[src/rtl/cpu_reg_file_pkg.sv]
// Shared CPU package.
// Holds the register-file geometry (data width, address width, register
// count) and the word/address types used across the small CPU datapath.
package cpu_reg_file_pkg;

  localparam int DATA_W   = 8;
  localparam int ADDR_W   = 4;
  localparam int NUM_REGS = 2 ** ADDR_W;
  localparam int OUT_REG  = 0;

  typedef logic [ADDR_W-1:0] reg_addr_t;
  typedef logic [DATA_W-1:0] word_t;

endpackage

[src/rtl/cpu_reg_file.sv]
// cpu_reg_file
// 16 x 8-bit general-purpose register file for the small CPU datapath.
// Two combinational read ports feed the ALU operands, one synchronous write
// port stores the ALU result, and register OUT_REG (R0 by default) is
// mirrored continuously on cpu_out as the CPU output register.
//
// Ports:
//   clk          - single clock, all state changes on the rising edge
//   RESET        - synchronous, active-low; clears every register
//   RA1, RA2     - read addresses for ports 1 and 2
//   WA           - write address
//   ALUResult    - write data
//   write_enable - active-high write strobe
//   RD1, RD2     - contents of reg[RA1], reg[RA2] (zero latency)
//   cpu_out      - contents of reg[OUT_REG]
module cpu_reg_file #(
  parameter int DATA_W  = cpu_reg_file_pkg::DATA_W,
  parameter int ADDR_W  = cpu_reg_file_pkg::ADDR_W,
  parameter int OUT_REG = cpu_reg_file_pkg::OUT_REG
) (
  input  logic              clk,
  input  logic              RESET,
  input  logic [ADDR_W-1:0] RA1,
  input  logic [ADDR_W-1:0] RA2,
  input  logic [ADDR_W-1:0] WA,
  input  logic [DATA_W-1:0] ALUResult,
  input  logic              write_enable,
  output logic [DATA_W-1:0] RD1,
  output logic [DATA_W-1:0] RD2,
  output logic [DATA_W-1:0] cpu_out
);

  localparam int NUM_REGS = 2 ** ADDR_W;
  localparam logic [ADDR_W-1:0] OUT_IDX = ADDR_W'(OUT_REG);

  logic [DATA_W-1:0] regs [NUM_REGS];

  // Storage: reset wins over a simultaneous write; otherwise only the
  // addressed register is loaded when the strobe is high.
  always_ff @(posedge clk) begin
    if (!RESET) begin
      for (int i = 0; i < NUM_REGS; i++) begin
        regs[i] <= '0;
      end
    end else if (write_enable) begin
      regs[WA] <= ALUResult;
    end
  end

  // Reads have no write-through bypass: a read of the register being
  // written shows the old value until the edge has passed.
  assign RD1     = regs[RA1];
  assign RD2     = regs[RA2];
  assign cpu_out = regs[OUT_IDX];

endmodule

[config.mk]
export PLATFORM = sky130hd
export DESIGN_NAME = cpu_reg_file
export DESIGN_NICKNAME = d
export VERILOG_FILES = /design/src/rtl/cpu_reg_file_pkg.sv /design/src/rtl/cpu_reg_file.sv
export SDC_FILE = /design/constraint.sdc
export NUM_CORES = 1
export LEC_CHECK = 0
export ABC_AREA = 1
export BUFFER_PORTS_ARGS = -buffer_cell sky130_fd_sc_hd__buf_4
export CAP_MARGIN = 0
export CORE_MARGIN = 2
export CORE_UTILIZATION = 61
export CTS_CLUSTER_DIAMETER = 40
export DETAILED_ROUTE_END_ITERATION = 16
export GPL_ROUTABILITY_DRIVEN = 0
export HOLD_SLACK_MARGIN = 0.12
export MAX_ROUTING_LAYER = met4
export PLACE_DENSITY = 0.77
export SLEW_MARGIN = 20
export SYNTH_ARGS = -nofsm -noshare
export SYNTH_HDL_FRONTEND = slang
export SYNTH_SLANG_ARGS = --single-unit
[constraint.sdc]
create_clock -name clk -period 1.65 [get_ports clk]
set_input_delay 0.2475 -clock clk [delete_from_list [all_inputs] [get_ports clk]]
set_output_delay 0.2475 -clock clk [all_outputs]
set_load 0.005 [all_outputs]
# Word level (Yosys, flattened, before mapping)
# Memory sizes are Yosys's and may differ from the RTL's.
# Cells that the tools add are included.
[totals] ram_bits=128 output_inout_bits=24 input_bits=23 word_cells=9 n_memories=1 ff_bits=0
[op_classes] n_reduce_logical=1 mux=7
[memory_table] memory="regs" words=16 width=8 read_ports=3 rd_clocked_by_memory_dff=0 wr=16 line_no="cpu_reg_file.sv:36" rtl="logic [DATA_W-1:0] regs [NUM_REGS];"
[ops] op="8-bit two-way mux" count=1
[ops] op="8-bit OR reduction" count=1
[ops] op="1-bit two-way mux" count=5
[ops] op="4-bit two-way mux" count=1

# Depth between registers and ports, before layout
[logic_depth] ltp_word=5 depth_mapped=7 mapped_depth_nobuf=6

# Worst setup path before layout
# OpenSTA, ideal clock, no wires.
[synth_path] path_type="input to register" from="input RESET" to="memory regs[0][0], enable pin" required_time_ns=1.321 setup_time_ns=0.329 path_stages=5 t_arrival_ns=1.206 path_slack_ns=0.115 n_path_buf=1 path_cell_list="buf_4 > nand2_1 > nor3_4 > nand2_2 > nand2_1"
[synth_lines] element="start: declaration" line_no="cpu_reg_file.sv:22" rtl="input logic RESET,"
[synth_lines] element="end: declaration" line_no="cpu_reg_file.sv:36"

==> flow_summary.toml <==
[pwr]
internal_power_uw = 6680
leakage_uw = 0.00444
ir_drop_mv = 0.757
combPwrFrac = 0.162
p_sw_uw = 2530
power.density_nw_per_um2 = 970
pwr-share-seq = 0.418
power_frac_clock = 0.420
p_total_uw = 9210
switching_share = 0.275

[synthesis]
synth_fp_nets = 1023
ys_ff_latch = 128
avgSynthCellArea_sq_um = 7.52
post_synth_instance_area_sq_um = 7520
yosys.area.top_type_share = 0.511
synth_cell_type_count = 12
synth_area_leaders = "edfxtp_1, nand3_1, nand2_1"
yosys_warnings = 0
yosysSeqAreaShare = 0.511
yosys.area.top_type = "edfxtp_1"
synth_cells = 1000

[floorplan]
fp.dieW_um = 115
ios = 47
placementRows = 40
dieArea_sq_um = 13200
initial_utilization = 0.626
die_y_um = 115
core-area_sq_um = 12000

[clock_network]
clock_path_buffers = 2
htreeDepth = 4
cts_tree = "done"
cts-hold-fix-buffers = 0
cts-root-buf = "clkbuf_16"
path_clk_slew_ns = 0.06
cts_made_buffers = 17
clock_sinks = 128

[global_route]
grt-ovfl-total = 0
grt_usage = 0.383
antenna_found_initial = 0
grt_pass1_vias = 6589
grt_pass1_wl_mm = 36.2
grt_max_degree = 65

[run_status]
run_status = "complete, but fails checks"
violations = "negative setup slack"

[route]
dr.pass1.iters = 6
ant_nets = 0
routedWlPerCell_um = 19.2
vias_per_cell = 5.90
routed_wl_mm = 23.5
vias = 7221
drt-initial-drc-count = 1384
drc = 0

[cells_and_area]
multi_input_area_sq_um = 3370
reg_top3 = "regs (128)"
top_register = "regs"
layout.nets = 1086
diodes = 0
fillers = 831
seq_area_sq_um = 3840
drive_above_1_share = 0.309
largest_reg_flops = 128
area_delta_synth_final_pct = 26.2

[timing]
worst_slack_ns = -0.100
rsz0062_at_grt = "yes"
worst_slew_pin_slew_ns = 0.466
drv_slew = 0
slew_headroom = 0.688
finalCritPeriodShare = 1.06
setup_viol = 16
timing.final.hold_violations = 0
min_period_ns = 1.75
fmax_mhz = 571

[placed_design]
hpwl_mm = 15.3
post-place-ws_ns = -0.0564
io_buffer_count = 46

[setup_path]
crit_path_start_kind = "flip-flop"
cp_data_required_time_ns = 1.40
crit_path_end_kind = "primary output"
cp.arrival_ns = 1.50
crit_fanout = 2
crit_type = "reg2out"

[hold_path]
hold_path.class = "in2reg"

[flow_run]
maxCapViolations = 0
-- cell families (layout without fill, tap and decap cells) --
logic type / Yosys count / after routing / share of synthesized area
buffers and inverters: 207 / 283 / 0.108
AND/OR/NAND/NOR: 665 / 665 / 0.381
flip-flops: 128 / 128 / 0.511
-- metal layers --
metal / vias up / wire length, um / track usage
met5: - / 0 / -
met4: 0 / 939 / 0.138
met3: 87 / 3120 / 0.0865
met2: 570 / 10600 / 0.565
met1: 3268 / 8850 / 0.524
li1: 3296 / - / -
-- worst paths after layout --
| kind | to | slack (ns) | cells after the start | startpoint |
|---|---|---|---|---|
| max | RD2[6] | -0.1 | 7 | regs[0][6]$_SDFFCE_PN0P_ |
| min | regs[7][3]$_SDFFCE_PN0P_ | 0.36 | 4 | ALUResult[3] |
-- critical path, stage by stage, from the launching register on --
cell and delay (ns):
edfxtp_1 0.41, inv_1 0.09, nand2_1 0.06, nand3_2 0.08
nand3_2 0.10, nand3_2 0.09, nand2_1 0.09, buf_4 0.14
-- cells in the final DEF, fill, tap and decap left out --
cell	instances
nand3_1	140
nand3_4	1
clkinv_4	5
nand2_1	260
edfxtp_1	128
clkinvlp_4	2
buf_4	80
buf_6	14
inv_6	3
inv_2	64
clkinv_2	2
nor2_1	131
nor3_4	4
nand3_2	83
inv_1	85
bufinv_16	3
nand2_2	46
buf_12	8
clkbuf_16	17
-- layout make-up --
class | instances | area share
Timing Repair Buffer | 102 | 0.0968
Sequential cell | 128 | 0.405
Tap cell | 147 | 0.0194
Multi-Input combinational cell | 665 | 0.355
Clock buffer | 17 | 0.0448
Clock inverter | 15 | 0.0195
Inverter | 149 | 0.0590
-- Yosys cell counts --
cell and count:
buf_1 4, buf_2 22, buf_4 1, clkbuf_1 31
edfxtp_1 128, inv_1 147, inv_2 2, nand2_1 290
nand2_2 16, nand3_1 224, nor2_1 131, nor3_4 4
-- through the flow --
step                      utilization  std cells  setup TNS [ns]  cell area, sq um  hold WS [ns]
after floorplan                     -       1000               0              7520         0.524
after global placement          0.688       1183         -0.0982              8260         0.687
after detailed placement        0.688       1183          -0.786              8260         0.698
after CTS                       0.764       1220          -0.677              9180         0.355
after global routing            0.790       1223           -1.70              9490         0.374
final                           0.790       1223          -0.903              9490         0.364
-- power groups by stage --
stage	combinational [uW]	clock [uW]	sequential, uW
2_1_floorplan	746	0	3870
3_3_place_gp	1230	0	3890
3_5_place_dp	1240	0	3890
4_1_cts	1360	3860	3840
5_1_grt	1590	4000	3860
6_report	1490	3870	3850
-- timing repair --
action                     in CTS  in global routing
setup endpoints to repair      16                 16
pin swaps                      61                 36
resized for setup             102                 89
buffers inserted                5                  3
Power figures use the tool's default switching activity.
